**config.mk**
```make
export PLATFORM = sky130hd
export DESIGN_NAME = blob_center_tracker
export DESIGN_NICKNAME = d
export VERILOG_FILES = /design/src/rtl/blob_pkg.sv /design/src/rtl/blob_avg_filter.sv /design/src/rtl/blob_center_tracker.sv
export SDC_FILE = /design/constraint.sdc
export NUM_CORES = 1
export LEC_CHECK = 0
export CORE_MARGIN = 5
export CORE_UTILIZATION = 45
export CTS_BUF_LIST = sky130_fd_sc_hd__clkbuf_2
export DETAILED_ROUTE_END_ITERATION = 6
export PLACE_DENSITY_LB_ADDON = 0.2
export SETUP_SLACK_MARGIN = 0.05
export SLEW_MARGIN = 20
export SYNTH_ARGS = -nofsm -noshare
export SYNTH_HDL_FRONTEND = slang
export SYNTH_SLANG_ARGS = --single-unit
export TNS_END_PERCENT = 10
```
**constraint.sdc**
```tcl
create_clock -name iClock -period 6.4 [get_ports iClock]
set_clock_uncertainty 0.15 [all_clocks]
set_input_delay 1.28 -clock iClock [delete_from_list [all_inputs] [get_ports iClock]]
set_output_delay 1.28 -clock iClock [all_outputs]
set_load 0.03 [all_outputs]
```
**src/rtl/blob_pkg.sv**
```systemverilog
// Shared types and helpers for the blob bounding-box consumer.
package blob_pkg;

  localparam int unsigned X_W = 9;
  localparam int unsigned Y_W = 8;

  typedef logic [X_W-1:0] coord_x_t;
  typedef logic [Y_W-1:0] coord_y_t;

  typedef enum logic [1:0] {
    IDLE   = 2'd0,
    CHECK  = 2'd1,
    FILTER = 2'd2,
    OUTPUT = 2'd3
  } state_e;

  // Floor midpoint with one extra bit so the sum never wraps.
  function automatic coord_x_t mid_x(input coord_x_t lo, input coord_x_t hi);
    logic [X_W:0] s;
    s = {1'b0, lo} + {1'b0, hi};
    return X_W'(s >> 1);
  endfunction

  function automatic coord_y_t mid_y(input coord_y_t lo, input coord_y_t hi);
    logic [Y_W:0] s;
    s = {1'b0, lo} + {1'b0, hi};
    return Y_W'(s >> 1);
  endfunction

endpackage

```
**src/rtl/blob_avg_filter.sv**
```systemverilog
// Moving-average smoother for one axis: history shift register with prime/shift
// control; avg_c reflects the history as it will be after the current cycle.
module blob_avg_filter #(
  parameter int unsigned WIDTH    = 9,
  parameter int unsigned AVG_LOG2 = 2
) (
  input  logic             clk,
  input  logic             rst_n,
  input  logic             load,
  input  logic             restart,
  input  logic [WIDTH-1:0] din,
  output logic [WIDTH-1:0] avg_c
);

  localparam int unsigned DEPTH = 1 << AVG_LOG2;
  localparam int unsigned SUM_W = WIDTH + AVG_LOG2;

  logic [WIDTH-1:0] hist_q [DEPTH];
  logic [WIDTH-1:0] hist_d [DEPTH];
  logic             primed_q;
  logic             primed_d;
  logic [SUM_W-1:0] sum_c;

  always_comb begin
    hist_d   = hist_q;
    primed_d = primed_q;
    if (load) begin
      // A stale or empty history is flooded so the first output equals the sample.
      if (!primed_q || restart) begin
        for (int i = 0; i < int'(DEPTH); i++) hist_d[i] = din;
        primed_d = 1'b1;
      end else begin
        for (int i = int'(DEPTH) - 1; i > 0; i--) hist_d[i] = hist_q[i-1];
        hist_d[0] = din;
      end
    end
    sum_c = '0;
    for (int i = 0; i < int'(DEPTH); i++) sum_c = sum_c + SUM_W'(hist_d[i]);
    avg_c = WIDTH'(sum_c >> AVG_LOG2);
  end

  always_ff @(posedge clk or negedge rst_n) begin
    if (!rst_n) begin
      for (int i = 0; i < int'(DEPTH); i++) hist_q[i] <= '0;
      primed_q <= 1'b0;
    end else begin
      hist_q   <= hist_d;
      primed_q <= primed_d;
    end
  end

endmodule

```
**src/rtl/blob_center_tracker.sv**
```systemverilog
// Validates incoming bounding boxes, smooths their centre and flags target loss
// when no box has been accepted for TIMEOUT cycles.
module blob_center_tracker
  import blob_pkg::*;
#(
  parameter int unsigned AVG_LOG2 = 2,
  parameter logic [31:0] TIMEOUT  = 32'h004F0000
) (
  input  logic           iClock,
  input  logic           iReset,
  input  logic           iNewCoord,
  input  logic [X_W-1:0] iXmin,
  input  logic [X_W-1:0] iXmax,
  input  logic [Y_W-1:0] iYmin,
  input  logic [Y_W-1:0] iYmax,
  output logic           oCenterValid,
  output logic [X_W-1:0] oCenterX,
  output logic [Y_W-1:0] oCenterY,
  output logic [X_W-1:0] oWidth,
  output logic [Y_W-1:0] oHeight,
  output logic           oInvalid,
  output logic           oDrop,
  output logic           oBusy,
  output logic           oLost
);

  state_e   state_q, state_d;
  coord_x_t xmin_q, xmin_d, xmax_q, xmax_d;
  coord_y_t ymin_q, ymin_d, ymax_q, ymax_d;
  coord_x_t cx_q, cx_d, w_q, w_d;
  coord_y_t cy_q, cy_d, h_q, h_d;
  coord_x_t center_x_q, center_x_d, width_q, width_d;
  coord_y_t center_y_q, center_y_d, height_q, height_d;
  logic     valid_q, valid_d;
  logic     invalid_q, invalid_d;
  logic     drop_q, drop_d;
  logic     busy_q, busy_d;
  logic     lost_q, lost_d;
  logic [31:0] cnt_q, cnt_d;

  logic     filt_load;
  coord_x_t avg_x_c;
  coord_y_t avg_y_c;

  blob_avg_filter #(.WIDTH(X_W), .AVG_LOG2(AVG_LOG2)) u_avg_x (
    .clk     (iClock),
    .rst_n   (iReset),
    .load    (filt_load),
    .restart (lost_q),
    .din     (cx_q),
    .avg_c   (avg_x_c)
  );

  blob_avg_filter #(.WIDTH(Y_W), .AVG_LOG2(AVG_LOG2)) u_avg_y (
    .clk     (iClock),
    .rst_n   (iReset),
    .load    (filt_load),
    .restart (lost_q),
    .din     (cy_q),
    .avg_c   (avg_y_c)
  );

  always_comb begin
    state_d    = state_q;
    xmin_d     = xmin_q;
    xmax_d     = xmax_q;
    ymin_d     = ymin_q;
    ymax_d     = ymax_q;
    cx_d       = cx_q;
    cy_d       = cy_q;
    w_d        = w_q;
    h_d        = h_q;
    center_x_d = center_x_q;
    center_y_d = center_y_q;
    width_d    = width_q;
    height_d   = height_q;
    valid_d    = 1'b0;
    invalid_d  = 1'b0;
    drop_d     = iNewCoord && (state_q != IDLE);
    filt_load  = 1'b0;
    cnt_d      = cnt_q;
    lost_d     = lost_q;

    unique case (state_q)
      IDLE: begin
        if (iNewCoord) begin
          xmin_d  = iXmin;
          xmax_d  = iXmax;
          ymin_d  = iYmin;
          ymax_d  = iYmax;
          state_d = CHECK;
        end
      end
      CHECK: begin
        if ((xmin_q > xmax_q) || (ymin_q > ymax_q)) begin
          invalid_d = 1'b1;
          state_d   = IDLE;
        end else begin
          cx_d    = mid_x(xmin_q, xmax_q);
          cy_d    = mid_y(ymin_q, ymax_q);
          w_d     = xmax_q - xmin_q;
          h_d     = ymax_q - ymin_q;
          state_d = FILTER;
        end
      end
      FILTER: begin
        // Results land together with the pulse so they are valid during OUTPUT.
        filt_load  = 1'b1;
        center_x_d = avg_x_c;
        center_y_d = avg_y_c;
        width_d    = w_q;
        height_d   = h_q;
        valid_d    = 1'b1;
        state_d    = OUTPUT;
      end
      OUTPUT: state_d = IDLE;
      default: state_d = IDLE;
    endcase

    // An accepted box clears the watchdog even on the cycle it would have expired.
    if (state_q == FILTER) begin
      cnt_d  = '0;
      lost_d = 1'b0;
    end else if (cnt_q != TIMEOUT) begin
      cnt_d = cnt_q + 32'd1;
      if (cnt_d == TIMEOUT) lost_d = 1'b1;
    end

    busy_d = (state_d != IDLE);
  end

  always_ff @(posedge iClock or negedge iReset) begin
    if (!iReset) begin
      state_q    <= IDLE;
      xmin_q     <= '0;
      xmax_q     <= '0;
      ymin_q     <= '0;
      ymax_q     <= '0;
      cx_q       <= '0;
      cy_q       <= '0;
      w_q        <= '0;
      h_q        <= '0;
      center_x_q <= '0;
      center_y_q <= '0;
      width_q    <= '0;
      height_q   <= '0;
      valid_q    <= 1'b0;
      invalid_q  <= 1'b0;
      drop_q     <= 1'b0;
      busy_q     <= 1'b0;
      lost_q     <= 1'b1;
      cnt_q      <= '0;
    end else begin
      state_q    <= state_d;
      xmin_q     <= xmin_d;
      xmax_q     <= xmax_d;
      ymin_q     <= ymin_d;
      ymax_q     <= ymax_d;
      cx_q       <= cx_d;
      cy_q       <= cy_d;
      w_q        <= w_d;
      h_q        <= h_d;
      center_x_q <= center_x_d;
      center_y_q <= center_y_d;
      width_q    <= width_d;
      height_q   <= height_d;
      valid_q    <= valid_d;
      invalid_q  <= invalid_d;
      drop_q     <= drop_d;
      busy_q     <= busy_d;
      lost_q     <= lost_d;
      cnt_q      <= cnt_d;
    end
  end

  assign oCenterValid = valid_q;
  assign oCenterX     = center_x_q;
  assign oCenterY     = center_y_q;
  assign oWidth       = width_q;
  assign oHeight      = height_q;
  assign oInvalid     = invalid_q;
  assign oDrop        = drop_q;
  assign oBusy        = busy_q;
  assign oLost        = lost_q;

endmodule

```
==> results of run 1 <==
per-stage QoR:
| stage | hold slack, ps | total power, W | setup slack [ps] | std cells |
|---|---|---|---|---|
| 6_report | 326 | 0.00767 | 1180 | 1705 |
| 5_1_grt | 336 | 0.00850 | 795 | 1705 |
| 4_1_cts | 313 | 0.00777 | 1190 | 1704 |
| 3_5_place_dp | 306 | 0.00681 | 1210 | 1608 |
| 3_3_place_gp | 303 | 0.00671 | 1330 | 1608 |
| 2_1_floorplan | 283 | 0.00552 | 1550 | 1240 |
routing by layer:
metal	up-vias	share of wire (%)	wire [um]	global-route usage, %
li1	4418	-	-	-
met5	-	0	0	0
met4	0	2.4	607	5.43
met2	169	45	11400	27.1
met1	4136	48	12200	26.2
met3	43	5.2	1320	3.38
worst register-to-register path, cell delays in order, from the launching register on:
cell and delay [ps]:
dfrtp_1 470, nand2b_4 560, buf_4 540, nand2_1 110, o21a_1 150, fa_1 530
inv_1 50, fa_1 480, or4b_2 610, fa_1 420, nor2b_1 110, o21ai_0 100
a21boi_0 260, o21ai_0 140, a21oi_1 210, o21ai_0 100, a21oi_1 140
report_power, final:
group          switching, W  internal, W
Combinational       0.00262      0.00195
Clock              0.000560     0.000354
Sequential         0.000334      0.00186
Yosys cell counts (all sizes together), types with 15 or more instances:
cell type and n:
a21oi 86, and2 15, clkbuf 45, dfrtp 210
fa 23, ha 70, inv 78, mux2 45
nand2 205, nand2b 16, nand3 22, nand4 18
nor2 78, nor3 15, o21ai 105, xnor2 48
xor2 24
cells by family after synthesis:
| kind of cell | count (synthesis) | share of synthesized area [%] |
|---|---|---|
| multiplexers | 55 | 5.18 |
| flip-flops | 211 | 44.8 |
| AO/OA/AOI/OAI | 251 | 12.2 |
| AND/OR/NAND/NOR | 426 | 16.9 |
| buffers and inverters | 132 | 4.26 |
| adder cells (fa/ha/maj) | 93 | 11.3 |
| XOR/XNOR | 72 | 5.34 |
path summary, 6_finish.rpt:
kind | to | depth (start not counted)
max reg2reg | oCenterY[7] | 16
min in group asynchronous | u_avg_y.hist_q[7] | 1
max in group asynchronous | cnt_q[0] | 2
max | oCenterY[7] | 16
min | oHeight[6] | 2
min reg2reg | oHeight[6] | 2
layout make-up:
type	instances	share of cell area, %
diodes	1	0.0187
clock buffers	73	2.73
inverters	79	2.22
flip-flops and latches	211	39.5
multi-input cells	897	45.2
clock inverters	23	0.889
repair buffers	86	6.27
well taps	335	3.14
==> results by group, run 1 <==
Global routing
  – Largest net degree at the start of global routing: 113
  – GRT Residual Overflow: 0
  – First-pass GRT wire length: 43.4 mm
  – Initial antenna violation count: 1
  – GRT Overall Usage: 17.9%
  – Vias in the first global route: 8612

Synthesis
  – Yosys top cell area share: 44.5%
  – Synth cell types: 61
  – Mapped Cells: 1240
  – Synthesized Nets: 1370
  – Ys Warns: 0
  – Synth area leaders: dfrtp_1 (45%), ha_1 (7.4%), nand2_1 (6.5%), o21ai_0 (4.5%), mux2_2 (4.2%)
  – Top cell type by total area after synthesis: dfrtp_1
  – Syn avg cell area: 9.52 sq um
  – Post-Syn Area: 11800 sq um
  – Flops & latches, synth: 211
  – Synth Flop Type: dfrtp_1
  – Post-synth EDFFs: 0
  – Register area share after synthesis: 44.8%
  – Async SR Flop Fraction: 100%

Detailed routing
  – Antenna Nets Post-Route: 0
  – DR WL/cell: 15.0 um
  – Detailed Routing Iterations Pass 1: 4
  – Via count: 8766
  – DRT iter0 DRCs: 505
  – Vias per cell: 5.14
  – # DRC: 0
  – Final WL: 25.6 mm

Cells and area
  – # fillers: 2463
  – Share of cells above drive strength 1: 11.2%
  – Most frequent cells in the layout: dfrtp_1 (210), nand2_1 (205), o21ai_0 (105), a21oi_1 (86)
  – Area occupied by multi-input gates: 6040 sq um
  – Max FFs per register: 36
  – Final core occ: 51.6%
  – Commonest non-fill, non-tap cell in the layout: dfrtp_1
  – Finished Cell Area: 13400 sq um
  – Most flop-heavy register: u_avg_x.hist_q
  – Area grow syn2layout: 13.3%
  – Register area: 5280 sq um
  – Largest registers: u_avg_x.hist_q: 36 flops, cnt_q: 32 flops, u_avg_y.hist_q: 32 flops
  – Nets: 1460

Clocking
  – CTS root buffer: clkbuf_2
  – H-Tree Depth: 2
  – Clk buf depth: 3
  – Cts repair resizes: 0
  – Setup bufs post-CTS: 0
  – Clock latency reported for the late side of the worst-skew pair: 840 ps
  – Num Clock Sinks: 211
  – Cts hold-fix bufs: 0
  – CTS tree: done
  – CTS buffer count: 55
  – Register clock-pin slew on the reported worst setup and hold paths: 90 ps

Placement
  – Dpl hpwl: 18.3 mm
  – Port Buffer Count: 75
  – Post-Place Cell Area: 12900 sq um
  – Placer congestion estimate: 0.849

Run status
  – Status: complete, no violations

Setup path
  – Reg-to-Reg Start: state_q[0]
  – CP delay by family, top: adder cells
  – Worst setup EP type: flop
  – WP data arrival: 5810 ps
  – Critical Path Start: state_q[0]
  – Slowest library cell on the worst path: or4b_2
  – Kind of critical path: reg -> reg
  – Worst path cell trace: nand2b_4, buf_4, nand2_1, o21a_1, fa_1, inv_1, fa_1, or4b_2, fa_1, nor2b_1, o21ai_0, a21boi_0, o21ai_0, a21oi_1, o21ai_0, a21oi_1
  – Worst Path Required: 6990 ps
  – CP bufs+invs: 2
  – Startpoint type of the worst setup path: flop
  – R2R setup slack: 1180 ps
  – CP max FO: 58
  – Delay of the slowest critical-path stage: 610 ps

Timing
  – Least-Margin Pin Slew: 1020 ps
  – Worst slew margin: 30.2%
  – Fmax: 192 MHz
  – Fin. Hold Viols: 0
  – Setup violators final: 0
  – Fin crit share: 81.6%
  – RSZ-0062 raised after global routing: false
  – Final Max Slew Viols: 0
  – Final TNS setup: 0 ps
  – Fin crit period: 5220 ps

Floorplanning
  – Die Y: 172 um
  – CORE AREA: 25900 sq um
  – Die Area: 29600 sq um
  – Die Span X: 172 um
  – I/O pin count: 76
  – Site Rows: 59
  – Initial core utilization: 45.5%

Power and ir drop
  – Leakage: 6.28 nW
  – VDD IR max: 0.303 mV
  – Power density over the cells: 574 nW/um^2

Worst hold path
  – Hold path start: h_q[6]
  – Hold WC Path Type: reg -> reg

Job
  – Max Cap Viol: 0
No activity file was read; power rests on OpenSTA's default activity.
==> run 2, diff against run 1 <==
- clock period: 6.4 -> 4.25 ns (I/O delays scaled with it)
==> results by group, run 2 (synthesis results as in run 1) <==
Clocking
  – Clk buf depth: 3 (unchanged)
  – Clock latency reported for the late side of the worst-skew pair: 830 ps (was 840 ps)
  – H-Tree Depth: 2 (unchanged)
  – Num Clock Sinks: 211 (unchanged)
  – CTS buffer count: 57 (was 55)
  – CTS tree: done (unchanged)
  – Register clock-pin slew on the reported worst setup and hold paths: 90 ps (about the same)
  – CTS root buffer: clkbuf_2 (unchanged)

Timing
  – Final TNS setup: -116 ps (was 0 ps)
  – Least-Margin Pin Slew: 944 ps (was 1020 ps)
  – Final Max Slew Viols: 0 (unchanged)
  – Fin. Hold Viols: 0 (unchanged)
  – Fmax: 232 MHz (was 192 MHz)
  – Worst slew margin: 35.5% (was 30.2%)
  – Hold slack final: 296 ps (was 326 ps)
  – Post-route setup slack: -59.3 ps (was 1180 ps)
  – Fin crit period: 4310 ps (was 5220 ps)
  – Fin crit share: 101% (was 81.6%)
  – RSZ-0062 raised after global routing: true (was false)
  – Setup violators final: 3 (was 0)

Setup path
  – Delay of the slowest critical-path stage: 630 ps (was 610 ps)
  – Startpoint type of the worst setup path: flop (unchanged)
  – Kind of critical path: reg -> reg (unchanged)
  – Worst Path Required: 4770 ps (was 6990 ps)
  – CP max FO: 6 (was 58)
  – Worst setup EP type: flop (unchanged)
  – Cells on worst reg2reg path: 19 (was 16)
  – Crit path top cell by count: a21oi_2
  – Worst path cell trace: nand2b_4, and2_1, a21oi_1, o21ai_1, ha_1, a21o_1, a21oi_2, o21bai_1, a21oi_2, xor2_1, fa_1, inv_1, ha_1, and3_4, a21oi_2, o21ai_1, o21a_1, o21a_1, o41a_1 (was nand2b_4, buf_4, nand2_1, o21a_1, fa_1, inv_1, fa_1, or4b_2, fa_1, nor2b_1, o21ai_0, a21boi_0, o21ai_0, a21oi_1, o21ai_0, a21oi_1)
  – Slowest library cell on the worst path: dfstp_2 (was or4b_2)
  – WP data arrival: 4830 ps (was 5810 ps)

Cells and area
  – Most flop-heavy register: u_avg_x.hist_q (unchanged)
  – Largest registers: u_avg_x.hist_q: 36 flops, cnt_q: 32 flops, u_avg_y.hist_q: 32 flops (unchanged)
  – Finished Cell Area: 14100 sq um (was 13400 sq um)
  – Max FFs per register: 36 (unchanged)
  – Most frequent cells in the layout: dfrtp_1 (209), nand2_1 (205), o21ai_0 (90), clkbuf_2 (84), buf_4 (84) (was dfrtp_1 (210), nand2_1 (205), o21ai_0 (105), a21oi_1 (86))
  – Final core occ: 54.6% (was 51.6%)
  – Nets: 1540 (was 1460)
  – Area grow syn2layout: 19.8% (was 13.3%)
  – Share of cells above drive strength 1: 18.4% (was 11.2%)
  – Commonest non-fill, non-tap cell in the layout: dfrtp_1 (unchanged)

Placement
  – Placer congestion estimate: 0.834 (was 0.849)
  – Dpl hpwl: 19.2 mm (was 18.3 mm)
  – Port Buffer Count: 75 (unchanged)
  – Post-Place Cell Area: 13400 sq um (was 12900 sq um)
  – Pre-CTS setup slack: -233 ps (was 1210 ps)

Power and ir drop
  – Power density over the cells: 895 nW/um^2 (was 574 nW/um^2)
  – VDD IR max: 0.565 mV (was 0.303 mV)
  – Leakage: 6.71 nW (was 6.28 nW)

Floorplanning
  – Initial core utilization: 45.5% (unchanged)
  – Site Rows: 59 (unchanged)
  – I/O pin count: 76 (unchanged)
  – Die Span X: 172 um (unchanged)
  – Die Y: 172 um (unchanged)
  – Die Area: 29600 sq um (unchanged)
  – CORE AREA: 25900 sq um (unchanged)

Global routing
  – First-pass GRT wire length: 43.8 mm (was 43.4 mm)
  – GRT Overall Usage: 18.0% (was 17.9%)
  – Largest net degree at the start of global routing: 91 (was 113)
  – GRT Residual Overflow: 0 (unchanged)
  – Vias in the first global route: 9005 (was 8612)
  – Initial antenna violation count: 1 (unchanged)

Job
  – Max Cap Viol: 0 (unchanged)

Run status
  – Status: complete, but fails checks (was complete, no violations)
  – Failing checks: setup timing

Detailed routing
  – DRT iter0 DRCs: 406 (was 505)
  – DR WL/cell: 14.8 um (was 15.0 um)
  – # DRC: 0 (unchanged)
  – Final WL: 26.4 mm (was 25.6 mm)
  – Antenna Nets Post-Route: 0 (unchanged)
  – Via count: 9105 (was 8766)
  – Vias per cell: 5.11 (was 5.14)
  – Detailed Routing Iterations Pass 1: 4 (unchanged)

Worst hold path
  – Hold WC Path Type: reg -> reg (unchanged)
  – Hold path depth: 2 (unchanged)
run 2: cell types whose count changed in the layout (fill, tap and decap cells not counted), moves of 4 or more:
cell,previous run,this run
a21boi_0,4,0
a21oi_1,86,79
a21oi_2,0,7
buf_4,11,84
clkbuf_2,73,84
clkinv_1,17,9
ha_1,70,63
ha_4,0,5
o21ai_0,105,90
o21ai_1,0,13
run 2: repair_timing:
item                                    in CTS  in global routing
hold buffers                                 1                  0
hold endpoints to repair                    87                  0
pin swaps                                   14                  9
setup buffers                                6                  4
endpoints found under the setup margin       8                 11
resized for setup                           27                 14
run 2: metrics by stage:
step | total power [W] | std cells
final | 0.0127 | 1783
after global routing | 0.0139 | 1783
after CTS | 0.0127 | 1777
after detailed placement | 0.0110 | 1675
after global placement | 0.0108 | 1675
after floorplan | 0.00839 | 1240
run 2: area by class of cell:
cell class / count / area (sq um)
Fill cell: 2400 / 11800
Tap cell: 335 / 419
Clock inverter: 11 / 42.5
Multi-Input combinational cell: 897 / 6200
Sequential cell: 211 / 5280
Timing Repair Buffer: 164 / 1470
Inverter: 79 / 298
Clock buffer: 84 / 420
Antenna cell: 2 / 5.00
run 2: path summary, 6_finish.rpt:
path / start / end / slack (ps)
setup / recovery: oLost / oCenterX[8] / -60
hold reg to reg: h_q[3] / oHeight[3] / 300
setup reg to reg: oLost / oCenterX[8] / -60
max in group asynchronous: iReset / xmin_q[1] / 2430
hold / removal: h_q[3] / oHeight[3] / 300
min in group asynchronous: iReset / oCenterX[7] / 480
run 2: metal layers:
metal	wire, um	GRT usage (%)	up-vias
li1	-	-	4580
met1	12300	24.6	4343
met2	12700	29.5	145
met3	993	3.27	37
met4	399	5.40	0
met5	0	0	-
run 2: worst max-delay path, delay by kind of cell (launching register included):
kind / cells / cell delay, ps
AOI/OAI and AO/OA: 11 / 1710
adders and majority gates: 3 / 1060
DFF: 1 / 630
and+or+nand+nor: 3 / 490
xor gates and xnor gates: 1 / 100
buffers and inverters: 1 / 40
run 2: where the power goes:
group          internal (W)  leakage [nW]  switching [W]
Clock              0.000518         0.371       0.000819
Sequential          0.00279          2.69       0.000517
Combinational       0.00390          3.65        0.00410
==> run 3, diff against run 2 <==
- ABC_AREA: not set -> 1
- CELL_PAD_IN_SITES_DETAIL_PLACEMENT: not set -> 1
- CELL_PAD_IN_SITES_GLOBAL_PLACEMENT: not set -> 1
- CORE_MARGIN: 5 -> not set
- CORE_UTILIZATION: 45 -> 42
==> results by group, run 3 <==
Global routing
  – Largest net degree at the start of global routing: 97 (was 91)
  – Initial antenna violation count: 1 (unchanged)
  – GRT Residual Overflow: 0 (unchanged)
  – GRT Overall Usage: 22.2% (was 18.0%)
  – First-pass GRT wire length: 51.9 mm (was 43.8 mm)
  – Vias in the first global route: 10600 (was 9005)

Cells and area
  – Commonest non-fill, non-tap cell in the layout: nand2_1 (was dfrtp_1)
  – Nets: 1722 (was 1540)
  – Most frequent cells in the layout: nand2_1 (360), dfrtp_1 (209), nor2_1 (168), inv_1 (144), a21oi_1 (100) (was dfrtp_1 (209), nand2_1 (205), o21ai_0 (90), clkbuf_2 (84), buf_4 (84))
  – Share of cells above drive strength 1: 16.2% (was 18.4%)
  – Area grow syn2layout: 19.8% (about the same)
  – Area occupied by multi-input gates: 6230 sq um (was 6200 sq um)
  – # fillers: 3416 (was 2400)
  – Layout Cells excl Fill: 2018 (was 1783)
  – Most flop-heavy register: u_avg_x.hist_q (unchanged)
  – Largest registers: u_avg_x.hist_q: 36 flops, cnt_q: 32 flops, u_avg_y.hist_q: 32 flops (unchanged)
  – Register area: 5280 sq um (unchanged)
  – Max FFs per register: 36 (unchanged)
  – Finished Cell Area: 14300 sq um (was 14100 sq um)

Placement
  – Port Buffer Count: 75 (unchanged)
  – Dpl hpwl: 22.8 mm (was 19.2 mm)
  – Post-Place Cell Area: 13300 sq um (was 13400 sq um)
  – Pre-CTS setup slack: -40.7 ps (was -233 ps)
  – Placer congestion estimate: 0.861 (was 0.834)
  – Placed cell count: 1884 (was 1675)

Detailed routing
  – Final WL: 32.1 mm (was 26.4 mm)
  – DRT iter0 DRCs: 449 (was 406)
  – Detailed Routing Iterations Pass 1: 4 (unchanged)
  – # DRC: 0 (unchanged)
  – Antenna Nets Post-Route: 0 (unchanged)
  – Via count: 10100 (was 9105)
  – Vias per cell: 4.99 (was 5.11)
  – DR WL/cell: 15.9 um (was 14.8 um)

Setup path
  – Cells on worst reg2reg path: 20 (was 19)
  – Worst setup EP type: flop (unchanged)
  – WP data arrival: 4940 ps (was 4830 ps)
  – CP delay by family, top: adder cells (was compound AO/OA/AOI/OAI gates)
  – Startpoint type of the worst setup path: flop (unchanged)
  – Kind of critical path: reg -> reg (unchanged)
  – CP bufs+invs: 3 (was 1)
  – Worst Path Required: 4920 ps (was 4770 ps)
  – Critical path depth: 20 (was 19)
  – CP max FO: 9 (was 6)
  – Slowest library cell on the worst path: fa_1 (was dfstp_2)
  – Worst path cell trace: nand2_4, buf_4, nor2_2, a21oi_2, o22ai_2, buf_4, fa_1, o21ai_2, a21oi_1, nor2_1, nor2_1, xor2_1, fa_1, ha_1, inv_1, o21bai_1, a21oi_1, nand3b_1, nand3_1, nand2_1 (was nand2b_4, and2_1, a21oi_1, o21ai_1, ha_1, a21o_1, a21oi_2, o21bai_1, a21oi_2, xor2_1, fa_1, inv_1, ha_1, and3_4, a21oi_2, o21ai_1, o21a_1, o21a_1, o41a_1)
  – Delay of the slowest critical-path stage: 490 ps (was 630 ps)

Synthesis
  – Post-synth EDFFs: 0 (unchanged)
  – Yosys top cell area share: 43.9% (was 44.5%)
  – Flops & latches, synth: 211 (unchanged)
  – Post-Syn Area: 12000 sq um (was 11800 sq um)
  – Top cell type by total area after synthesis: dfrtp_1 (unchanged)
  – Register area share after synthesis: 44.2% (was 44.8%)
  – Async SR Flop Fraction: 100% (unchanged)
  – Ys Warns: 0 (unchanged)
  – Synth Flop Type: dfrtp_1 (unchanged)
  – Synth area leaders: dfrtp_1 (44%), nand2_1 (12%), ha_1 (7.3%), nor2_1 (5.4%), a21oi_1 (5.3%) (was dfrtp_1 (45%), ha_1 (7.4%), nand2_1 (6.5%), o21ai_0 (4.5%), mux2_2 (4.2%))
  – Synth cell types: 50 (was 61)
  – Syn avg cell area: 8.24 sq um (was 9.52 sq um)
  – Post-synth top cells: nand2_1 (371), dfrtp_1 (210), nor2_1 (173) (was dfrtp_1 (210), nand2_1 (205), o21ai_0 (105))
  – Mapped Cells: 1451 (was 1240)
  – Cell with the most instances after synthesis: nand2_1 (was dfrtp_1)
  – Synthesized Nets: 1581 (was 1370)

Clocking
  – CTS root buffer: clkbuf_2 (unchanged)
  – Clock latency reported for the late side of the worst-skew pair: 950 ps (was 830 ps)
  – H-Tree Depth: 2 (unchanged)
  – Num Clock Sinks: 211 (unchanged)
  – CTS buffer count: 60 (was 57)
  – Register clock-pin slew on the reported worst setup and hold paths: 120 ps (was 90 ps)
  – Clk buf depth: 3 (unchanged)
  – CTS tree: done (unchanged)

Floorplanning
  – Initial core utilization: 42.8% (was 45.5%)
  – Die Y: 171 um (was 172 um)
  – I/O pin count: 76 (unchanged)
  – Die Span X: 171 um (was 172 um)
  – Die Area: 29200 sq um (was 29600 sq um)
  – CORE AREA: 27900 sq um (was 25900 sq um)
  – Site Rows: 61 (was 59)

Run status
  – Status: complete, but fails checks (unchanged)
  – Failing checks: setup timing (unchanged)

Timing
  – Fin crit period: 4270 ps (was 4310 ps)
  – Fmax: 234 MHz (was 232 MHz)
  – Final Max Slew Viols: 0 (unchanged)
  – Setup violators final: 1 (was 3)
  – Post-route setup slack: -22.2 ps (was -59.3 ps)
  – Fin. Hold Viols: 0 (unchanged)
  – Fin crit share: 101% (about the same)
  – Least-Margin Pin Slew: 1030 ps (was 944 ps)
  – RSZ-0062 raised after global routing: true (unchanged)
  – Worst slew margin: 31.4% (was 35.5%)

Worst hold path
  – Hold path depth: 2 (unchanged)
  – Hold WC Path Type: reg -> reg (unchanged)

Job
  – Max Cap Viol: 0 (unchanged)
==> run 3: worst paths after layout <==
| check | from | to | slack, ps |
|---|---|---|---|
| max | state_q[1] | oCenterY[6] | -20 |
| min | h_q[2] | oHeight[2] | 320 |
| max reg2reg | state_q[1] | oCenterY[6] | -20 |
| min reg2reg | h_q[2] | oHeight[2] | 320 |
| max in group asynchronous | iReset | cx_q[0] | 2570 |
| min in group asynchronous | iReset | u_avg_x.primed_q | 420 |
==> run 3: cell type report <==
class                      count  share of cell area, %
clock inverter                25                  0.943
tap                          378                   3.30
sequential                   211                   36.9
multi-input combinational   1039                   43.5
clock buffer                  84                   2.94
antenna                        1                 0.0175
timing repair buffer         124                   8.20
inverter                     156                   4.21
==> run 3: per-stage QoR <==
step           setup TNS (ps)  hold slack [ps]  utilization, %
2_1_floorplan               0              290               -
3_3_place_gp                0              302            47.4
3_5_place_dp            -54.0              311            47.4
4_1_cts                     0              239            49.8
5_1_grt                  -578              262            51.3
6_report                -22.2              318            51.3
==> run 3: tightest hold or removal path: cells and delay by family, from the launching register on <==
kind | cells | cell delay [ps]
DFF | 1 | 350
and+or+nand+nor | 2 | 100
==> run 3: repair_timing <==
item | 4_1_cts | 5_1_grt
gates resized for setup | 17 | 57
gates cloned | 1 | 0
hold endpoints to repair | 92 | 0
buffers inserted | 5 | 18
hold buffers | 1 | 0
endpoints found under the setup margin | 7 | 9
pin swaps | 2 | 24
==> run 3: cells by family after synthesis <==
logic type,share of synthesized area (%)
compound gates,10.4
xor+xnor,3.73
fa+ha+maj,11.2
buf+inv,6.56
flops,44.2
mux,1.41
simple gates,22.5
==> run 3: per-layer routing <==
| layer | global-route usage (%) | up-vias | share of wire [%] |
|---|---|---|---|
| met3 | 3.89 | 65 | 3.1 |
| met4 | 6.46 | 0 | 2.2 |
| li1 | - | 4940 | - |
| met2 | 39.1 | 141 | 50 |
| met5 | 0 | - | 0 |
| met1 | 27.7 | 4929 | 45 |
Power of run 3 is not shown: default switching activity piles up to over one toggle a cycle in this logic, so the estimate is an artifact.
